==> src/rtl/aux_spike_dispatcher_pkg.sv <==
// Shared types and default widths for the auxiliary spike dispatcher.
// Provides the FSM state encoding and the width used by the saturating counters.
package aux_spike_dispatcher_pkg;

    localparam int DEF_NEURON_WIDTH = 11;
    localparam int DEF_BT_WIDTH     = 36;
    localparam int DEF_COUNT_WIDTH  = 12;

    typedef enum logic [2:0] {
        ST_IDLE    = 3'd0,
        ST_PEEK    = 3'd1,
        ST_POPWAIT = 3'd2,
        ST_ISSUE   = 3'd3,
        ST_DONE    = 3'd4,
        ST_REARM   = 3'd5
    } disp_state_e;

endpackage

==> src/rtl/aux_spike_dispatcher_if.sv <==
// Bundle of the dispatcher's control, queue-head and event-issue signals.
// The slave modport is the dispatcher's view; master is its surroundings.
interface aux_spike_dispatcher_if
    import aux_spike_dispatcher_pkg::*;
#(
    parameter int NEURON_WIDTH = DEF_NEURON_WIDTH,
    parameter int BT_WIDTH     = DEF_BT_WIDTH,
    parameter int COUNT_WIDTH  = DEF_COUNT_WIDTH
);

    logic                    DispatchEnable;
    logic [BT_WIDTH-1:0]     Current_BT;
    logic [NEURON_WIDTH-1:0] InRangeLOWER;
    logic [NEURON_WIDTH-1:0] InRangeUPPER;
    logic [BT_WIDTH-1:0]     AuxBTIn;
    logic [NEURON_WIDTH-1:0] AuxNIDIn;
    logic                    AuxQueueEmpty;
    logic                    AuxDequeueOut;
    logic                    EventValid;
    logic [NEURON_WIDTH-1:0] EventNID;
    logic                    EventReady;
    logic [COUNT_WIDTH-1:0]  DispatchedCount;
    logic [COUNT_WIDTH-1:0]  DroppedCount;
    logic                    DispatchComplete;

    modport master (
        output DispatchEnable, Current_BT, InRangeLOWER, InRangeUPPER,
               AuxBTIn, AuxNIDIn, AuxQueueEmpty, EventReady,
        input  AuxDequeueOut, EventValid, EventNID,
               DispatchedCount, DroppedCount, DispatchComplete
    );

    modport slave (
        input  DispatchEnable, Current_BT, InRangeLOWER, InRangeUPPER,
               AuxBTIn, AuxNIDIn, AuxQueueEmpty, EventReady,
        output AuxDequeueOut, EventValid, EventNID,
               DispatchedCount, DroppedCount, DispatchComplete
    );

endinterface

==> src/rtl/aux_spike_dispatcher_sat_counter.sv <==
// Saturating up-counter with synchronous clear; holds at all-ones.
// Reset takes priority over clear, clear over increment.
module sat_counter #(
    parameter int WIDTH = 12
) (
    input  logic             clk,
    input  logic             rst,
    input  logic             clr,
    input  logic             inc,
    output logic [WIDTH-1:0] count
);

    logic [WIDTH-1:0] count_q;
    logic [WIDTH-1:0] count_d;

    always_comb begin
        count_d = count_q;
        if (clr) begin
            count_d = '0;
        end else if (inc && (count_q != {WIDTH{1'b1}})) begin
            count_d = count_q + WIDTH'(1);
        end
    end

    always_ff @(posedge clk) begin
        if (rst) begin
            count_q <= '0;
        end else begin
            count_q <= count_d;
        end
    end

    assign count = count_q;

endmodule

==> src/rtl/aux_spike_dispatcher.sv <==
// Drains queued spike events stamped with the current timestep, filters them by
// neuron range and issues accepted ones downstream one at a time.
module aux_spike_dispatcher
    import aux_spike_dispatcher_pkg::*;
#(
    parameter int NEURON_WIDTH = DEF_NEURON_WIDTH,
    parameter int BT_WIDTH     = DEF_BT_WIDTH,
    parameter int COUNT_WIDTH  = DEF_COUNT_WIDTH
) (
    input  logic                   Clock,
    input  logic                   Reset,
    aux_spike_dispatcher_if.slave  bus
);

    disp_state_e             state_q, state_d;
    logic                    event_valid_q, event_valid_d;
    logic [NEURON_WIDTH-1:0] event_nid_q, event_nid_d;
    logic                    complete_q, complete_d;

    logic [BT_WIDTH-1:0]     head_bt;
    logic [BT_WIDTH-1:0]     cur_bt;
    logic [NEURON_WIDTH-1:0] head_nid;
    logic                    head_in_range;
    logic                    pop;
    logic                    drop_inc;
    logic                    disp_inc;
    logic                    cnt_clr;

    assign head_bt       = bus.AuxBTIn;
    assign cur_bt        = bus.Current_BT;
    assign head_nid      = bus.AuxNIDIn;
    assign head_in_range = (head_nid >= bus.InRangeLOWER) && (head_nid <= bus.InRangeUPPER);

    always_comb begin
        state_d       = state_q;
        event_valid_d = 1'b0;
        event_nid_d   = event_nid_q;
        complete_d    = 1'b0;
        pop           = 1'b0;
        drop_inc      = 1'b0;
        cnt_clr       = 1'b0;
        case (state_q)
            ST_IDLE: begin
                if (bus.DispatchEnable) begin
                    cnt_clr = 1'b1;
                    state_d = ST_PEEK;
                end
            end
            ST_PEEK: begin
                // Future-stamped heads stay queued for a later timestep.
                if (bus.AuxQueueEmpty || (head_bt > cur_bt)) begin
                    complete_d = 1'b1;
                    state_d    = ST_DONE;
                end else if (head_bt < cur_bt) begin
                    pop      = 1'b1;
                    drop_inc = 1'b1;
                    state_d  = ST_POPWAIT;
                end else begin
                    pop         = 1'b1;
                    event_nid_d = head_nid;
                    if (head_in_range) begin
                        event_valid_d = 1'b1;
                        state_d       = ST_ISSUE;
                    end else begin
                        drop_inc = 1'b1;
                        state_d  = ST_POPWAIT;
                    end
                end
            end
            ST_POPWAIT: state_d = ST_PEEK;
            ST_ISSUE: begin
                if (event_valid_q && bus.EventReady) begin
                    state_d = ST_PEEK;
                end else begin
                    event_valid_d = 1'b1;
                end
            end
            ST_DONE:  state_d = ST_REARM;
            ST_REARM: begin
                if (!bus.DispatchEnable) begin
                    state_d = ST_IDLE;
                end
            end
            default:  state_d = ST_IDLE;
        endcase
    end

    always_ff @(posedge Clock) begin
        if (Reset) begin
            state_q       <= ST_IDLE;
            event_valid_q <= 1'b0;
            event_nid_q   <= '0;
            complete_q    <= 1'b0;
        end else begin
            state_q       <= state_d;
            event_valid_q <= event_valid_d;
            event_nid_q   <= event_nid_d;
            complete_q    <= complete_d;
        end
    end

    // Pop is the only combinational output; it must never fire while in reset.
    assign bus.AuxDequeueOut    = pop && !Reset;
    assign bus.EventValid       = event_valid_q;
    assign bus.EventNID         = event_nid_q;
    assign bus.DispatchComplete = complete_q;

    assign disp_inc = (state_q == ST_ISSUE) && event_valid_q && bus.EventReady;

    sat_counter #(.WIDTH(COUNT_WIDTH)) u_disp_cnt (
        .clk   (Clock),
        .rst   (Reset),
        .clr   (cnt_clr),
        .inc   (disp_inc),
        .count (bus.DispatchedCount)
    );

    sat_counter #(.WIDTH(COUNT_WIDTH)) u_drop_cnt (
        .clk   (Clock),
        .rst   (Reset),
        .clr   (cnt_clr),
        .inc   (drop_inc),
        .count (bus.DroppedCount)
    );

endmodule

==> src/flat_wrapper.sv <==
// flat-port wrapper written by rule: the top's interface ports become plain ports
module aux_spike_dispatcher_flat import aux_spike_dispatcher_pkg::*;
#(
    parameter int NEURON_WIDTH = DEF_NEURON_WIDTH,
    parameter int BT_WIDTH     = DEF_BT_WIDTH,
    parameter int COUNT_WIDTH  = DEF_COUNT_WIDTH
)
  (Clock, Reset, bus_DispatchEnable, bus_Current_BT, bus_InRangeLOWER, bus_InRangeUPPER, bus_AuxBTIn, bus_AuxNIDIn, bus_AuxQueueEmpty, bus_EventReady, bus_AuxDequeueOut, bus_EventValid, bus_EventNID, bus_DispatchedCount, bus_DroppedCount, bus_DispatchComplete);
  aux_spike_dispatcher_if #(.NEURON_WIDTH(NEURON_WIDTH), .BT_WIDTH(BT_WIDTH), .COUNT_WIDTH(COUNT_WIDTH)) bus_i ();
  input  logic Clock;
  input  logic Reset;
  input wire logic [$bits(bus_i.DispatchEnable)-1:0] bus_DispatchEnable;
  input wire logic [$bits(bus_i.Current_BT)-1:0] bus_Current_BT;
  input wire logic [$bits(bus_i.InRangeLOWER)-1:0] bus_InRangeLOWER;
  input wire logic [$bits(bus_i.InRangeUPPER)-1:0] bus_InRangeUPPER;
  input wire logic [$bits(bus_i.AuxBTIn)-1:0] bus_AuxBTIn;
  input wire logic [$bits(bus_i.AuxNIDIn)-1:0] bus_AuxNIDIn;
  input wire logic [$bits(bus_i.AuxQueueEmpty)-1:0] bus_AuxQueueEmpty;
  input wire logic [$bits(bus_i.EventReady)-1:0] bus_EventReady;
  output wire logic [$bits(bus_i.AuxDequeueOut)-1:0] bus_AuxDequeueOut;
  output wire logic [$bits(bus_i.EventValid)-1:0] bus_EventValid;
  output wire logic [$bits(bus_i.EventNID)-1:0] bus_EventNID;
  output wire logic [$bits(bus_i.DispatchedCount)-1:0] bus_DispatchedCount;
  output wire logic [$bits(bus_i.DroppedCount)-1:0] bus_DroppedCount;
  output wire logic [$bits(bus_i.DispatchComplete)-1:0] bus_DispatchComplete;
  assign bus_i.DispatchEnable = bus_DispatchEnable;
  assign bus_i.Current_BT = bus_Current_BT;
  assign bus_i.InRangeLOWER = bus_InRangeLOWER;
  assign bus_i.InRangeUPPER = bus_InRangeUPPER;
  assign bus_i.AuxBTIn = bus_AuxBTIn;
  assign bus_i.AuxNIDIn = bus_AuxNIDIn;
  assign bus_i.AuxQueueEmpty = bus_AuxQueueEmpty;
  assign bus_i.EventReady = bus_EventReady;
  assign bus_AuxDequeueOut = bus_i.AuxDequeueOut;
  assign bus_EventValid = bus_i.EventValid;
  assign bus_EventNID = bus_i.EventNID;
  assign bus_DispatchedCount = bus_i.DispatchedCount;
  assign bus_DroppedCount = bus_i.DroppedCount;
  assign bus_DispatchComplete = bus_i.DispatchComplete;
  aux_spike_dispatcher #(.NEURON_WIDTH(NEURON_WIDTH), .BT_WIDTH(BT_WIDTH), .COUNT_WIDTH(COUNT_WIDTH)) u_core (.Clock(Clock), .Reset(Reset), .bus(bus_i));
endmodule
==> config.mk <==
export PLATFORM = sky130hd
export DESIGN_NAME = aux_spike_dispatcher_flat
export DESIGN_NICKNAME = d
export VERILOG_FILES = /design/src/rtl/aux_spike_dispatcher_pkg.sv /design/src/rtl/aux_spike_dispatcher_if.sv /design/src/rtl/aux_spike_dispatcher_sat_counter.sv /design/src/rtl/aux_spike_dispatcher.sv /design/src/flat_wrapper.sv
export SDC_FILE = /design/constraint.sdc
export NUM_CORES = 1
export LEC_CHECK = 0
export ABC_AREA = 1
export CAP_MARGIN = 20
export CORE_UTILIZATION = 40
export CTS_CLUSTER_DIAMETER = 100
export DETAILED_ROUTE_END_ITERATION = 8
export PLACE_DENSITY_LB_ADDON = 0.1
export SKIP_CTS_REPAIR_TIMING = 1
export SLEW_MARGIN = 10
export SYNTH_ARGS = -nofsm -noshare
export SYNTH_HDL_FRONTEND = slang
export SYNTH_SLANG_ARGS = --single-unit
==> constraint.sdc <==
create_clock -name Clock -period 4 [get_ports Clock]
set_input_delay 0.8 -clock Clock [delete_from_list [all_inputs] [get_ports Clock]]
set_output_delay 0.8 -clock Clock [all_outputs]
set_load 0.02 [all_outputs]
==> flow_metrics.py <==
metrics = {
    "outcome": {
        "outcome": "complete, no violations",
    },
    "cts": {
        "htreeDepth": 2,
        "cts_tree": "built",
        "cts_made_buffers": 5,
        "clk_pin_slew_ps": 70,
        "cts_root_buf": "clkbuf_8",
        "cts.sinks": 40,
        "clk_latency_ps": 280,
        "clk_path_buf_depth": 2,
    },
    "sta": {
        "final-setup-viol-count": 0,
        "fin_skew_ps": 5.06,
        "finalSetupTns_ps": 0,
        "drv_slew": 0,
        "fmax_mhz": 285,
        "slew_headroom_pct": 66.3,
        "finalHoldViolCount": 0,
        "worstMarginPinSlew_ps": 505,
        "rsz0062_at_grt": "false",
        "period_share_pct": 87.8,
        "timing.final.crit_period_ps": 3510,
    },
    "synth": {
        "synthCells": 557,
        "yosysUniqueCellTypes": 36,
        "syn_nets": 727,
        "syn_avg_cell_area_um2": 6.54,
        "yosys_warnings": 0,
        "ys_seq_area_share_pct": 22.0,
        "post_synth_instance_area_um2": 3640,
        "ys_ff_latch": 40,
    },
    "placed_design": {
        "gp_congestion": 0.809,
        "port-buffer-count": 147,
        "dpl.hpwl_um": 7430,
    },
    "floorplanning": {
        "dieWidth_um": 97.4,
        "start_util_pct": 41.6,
        "core.rowCount": 34,
        "die_y_um": 97.4,
        "core_area_um2": 8760,
        "die_area_um2": 9490,
        "pin_count": 148,
    },
    "critical_path": {
        "start_kind": "input pin",
        "crit_fanout": 3,
        "cp-end-kind": "output port",
        "crit_arrival_ps": 2710,
        "required_ps": 3200,
        "path_class": "input pin to output port",
        "worstReg2RegStart": "u_core.u_drop_cnt.count[0]$_SDFFE_PP0P_",
        "critPathLaunch": "bus_Current_BT[31]",
    },
    "power_and_ir_drop": {
        "p_leak_nw": 2.58,
        "powerDensity_nw_per_um2": 198,
        "ir_worst_vdd_v": 0.000123,
    },
    "finish": {
        "fin_nets": 878,
        "area_growth_pct": 45.7,
        "utilization_pct": 60.6,
        "antenna_cells": 0,
        "final_common_cell": "clkdlybuf4s50_1",
        "layout-drive-gt1-share_pct": 5.64,
        "seqCellArea_um2": 801,
        "n_fill_cell": 823,
        "layout_common_cells": "clkdlybuf4s50_1 (146), nand2_1 (136), inv_1 (117)",
        "multi_input_area_um2": 2340,
    },
    "grt": {
        "antenna_found_initial": 0,
        "grt_usage_pct": 18.3,
        "grt_pass1_wl_um": 14600,
        "grt_max_degree": 23,
        "grt_overflow": 0,
        "grt_pass1_vias": 3585,
    },
    "detailed_routing": {
        "wl_met2_um": 4380,
        "ant_nets": 0,
        "wire_per_inst_um": 10.5,
        "top_layer_used": "met4",
        "drc_errors": 0,
        "viasPerCell": 4.65,
        "vias": 3795,
        "dr_wl_met3_um": 522,
        "wl_met1_um": 3560,
        "wirelength_um": 8610,
        "drt-initial-drc-count": 69,
        "drtPass1Iterations": 4,
    },
    "job": {
        "drv_cap": 0,
    },
    "worst_hold_path": {
        "hp-start": "u_core.u_disp_cnt.count[11]$_SDFFE_PP0P_",
        "hold_path_class": "flop to flop",
    },
}
-- worst max-delay path, stage by stage --
cell	delay, ps
clkdlybuf4s50_1	460
inv_1	50
ha_1	290
nand2_1	70
nor2_1	130
nand2_2	90
nor2_4	140
nand2_2	70
nor2_4	90
inv_2	50
nand2_4	70
nand3_4	60
nor2_1	90
dlymetal6s2s_1	250
-- final timing paths --
| check | depth (start not counted) | end | slack [ps] |
|---|---|---|---|
| hold / removal | 2 | u_core.u_disp_cnt.count[11]$_SDFFE_PP0P_ | 490 |
| setup / recovery | 14 | bus_AuxDequeueOut | 490 |
| hold reg to reg | 2 | u_core.u_disp_cnt.count[11]$_SDFFE_PP0P_ | 490 |
| setup reg to reg | 11 | u_core.u_drop_cnt.count[6]$_SDFFE_PP0P_ | 1920 |
-- Yosys cell counts (all sizes together) --
master | n | area share (%)
dfxtp | 40 | 22
o21bai | 2 | 0.41
and2 | 2 | 0.34
o21ai | 12 | 1.8
buf | 3 | 1.2
o221a | 1 | 0.31
o21a | 1 | 0.21
nor3 | 9 | 1.5
inv | 120 | 12
a21o | 4 | 0.82
nand3b | 1 | 0.21
xor2 | 6 | 1.4
clkbuf | 2 | 0.21
ha | 60 | 21
nor2 | 72 | 8.8
nand4 | 7 | 1.2
nand3 | 17 | 2.8
a31oi | 3 | 0.52
nor4 | 2 | 0.34
nor3b | 1 | 0.21
nand2 | 150 | 17
a21boi | 1 | 0.21
and3 | 1 | 0.17
a21oi | 40 | 5.6
-- power breakdown --
group	switching, W	total (W)	internal [W]
logic	0.000170	0.000361	0.000191
clock network	0.000134	0.000274	0.000141
registers	0.00000714	0.000416	0.000409
total	0.000311	0.00105	0.000741
-- flip-flops by register name (all words and copies together) (netlist names) --
register                     flops
u_core.bus.DispatchComplete      1
u_core.bus.EventNID             11
u_core.u_drop_cnt.count         12
u_core.u_disp_cnt.count         12
u_core.state_q                   3
u_core.bus.EventValid            1
-- cells by family after synthesis --
kind of cell	share of synthesized area, %
simple gates	32.4
flops	22.0
compound gates	9.82
buf+inv	13.7
fa+ha+maj	20.6
xor+xnor	1.44
-- per-layer routing --
metal  global-route usage, %  up-vias
li1                        -     2037
met1                    20.5     1653
met2                    34.4       94
met3                    4.60       11
met4                    4.41        0
met5                       0        -
-- metrics by stage --
step	setup WS [ps]	std cells	hold WS (ps)	area, um2	total power, W
floorplan	1030	557	480	3640	0.000621
global placement	115	809	485	5210	0.000779
detailed placement	75.4	809	481	5210	0.000790
CTS	72.3	817	493	5300	0.00106
global route	334	817	527	5310	0.00114
finish	490	817	493	5310	0.00105
-- area by class of cell --
| type | instances | area share, % |
|---|---|---|
| Timing Repair Buffer | 149 | 28.1 |
| Inverter | 120 | 8.49 |
| Multi-Input combinational cell | 392 | 44.1 |
| Tap cell | 108 | 2.55 |
| Clock buffer | 8 | 1.70 |
| Sequential cell | 40 | 15.1 |
(Power assumes the default switching activity.)
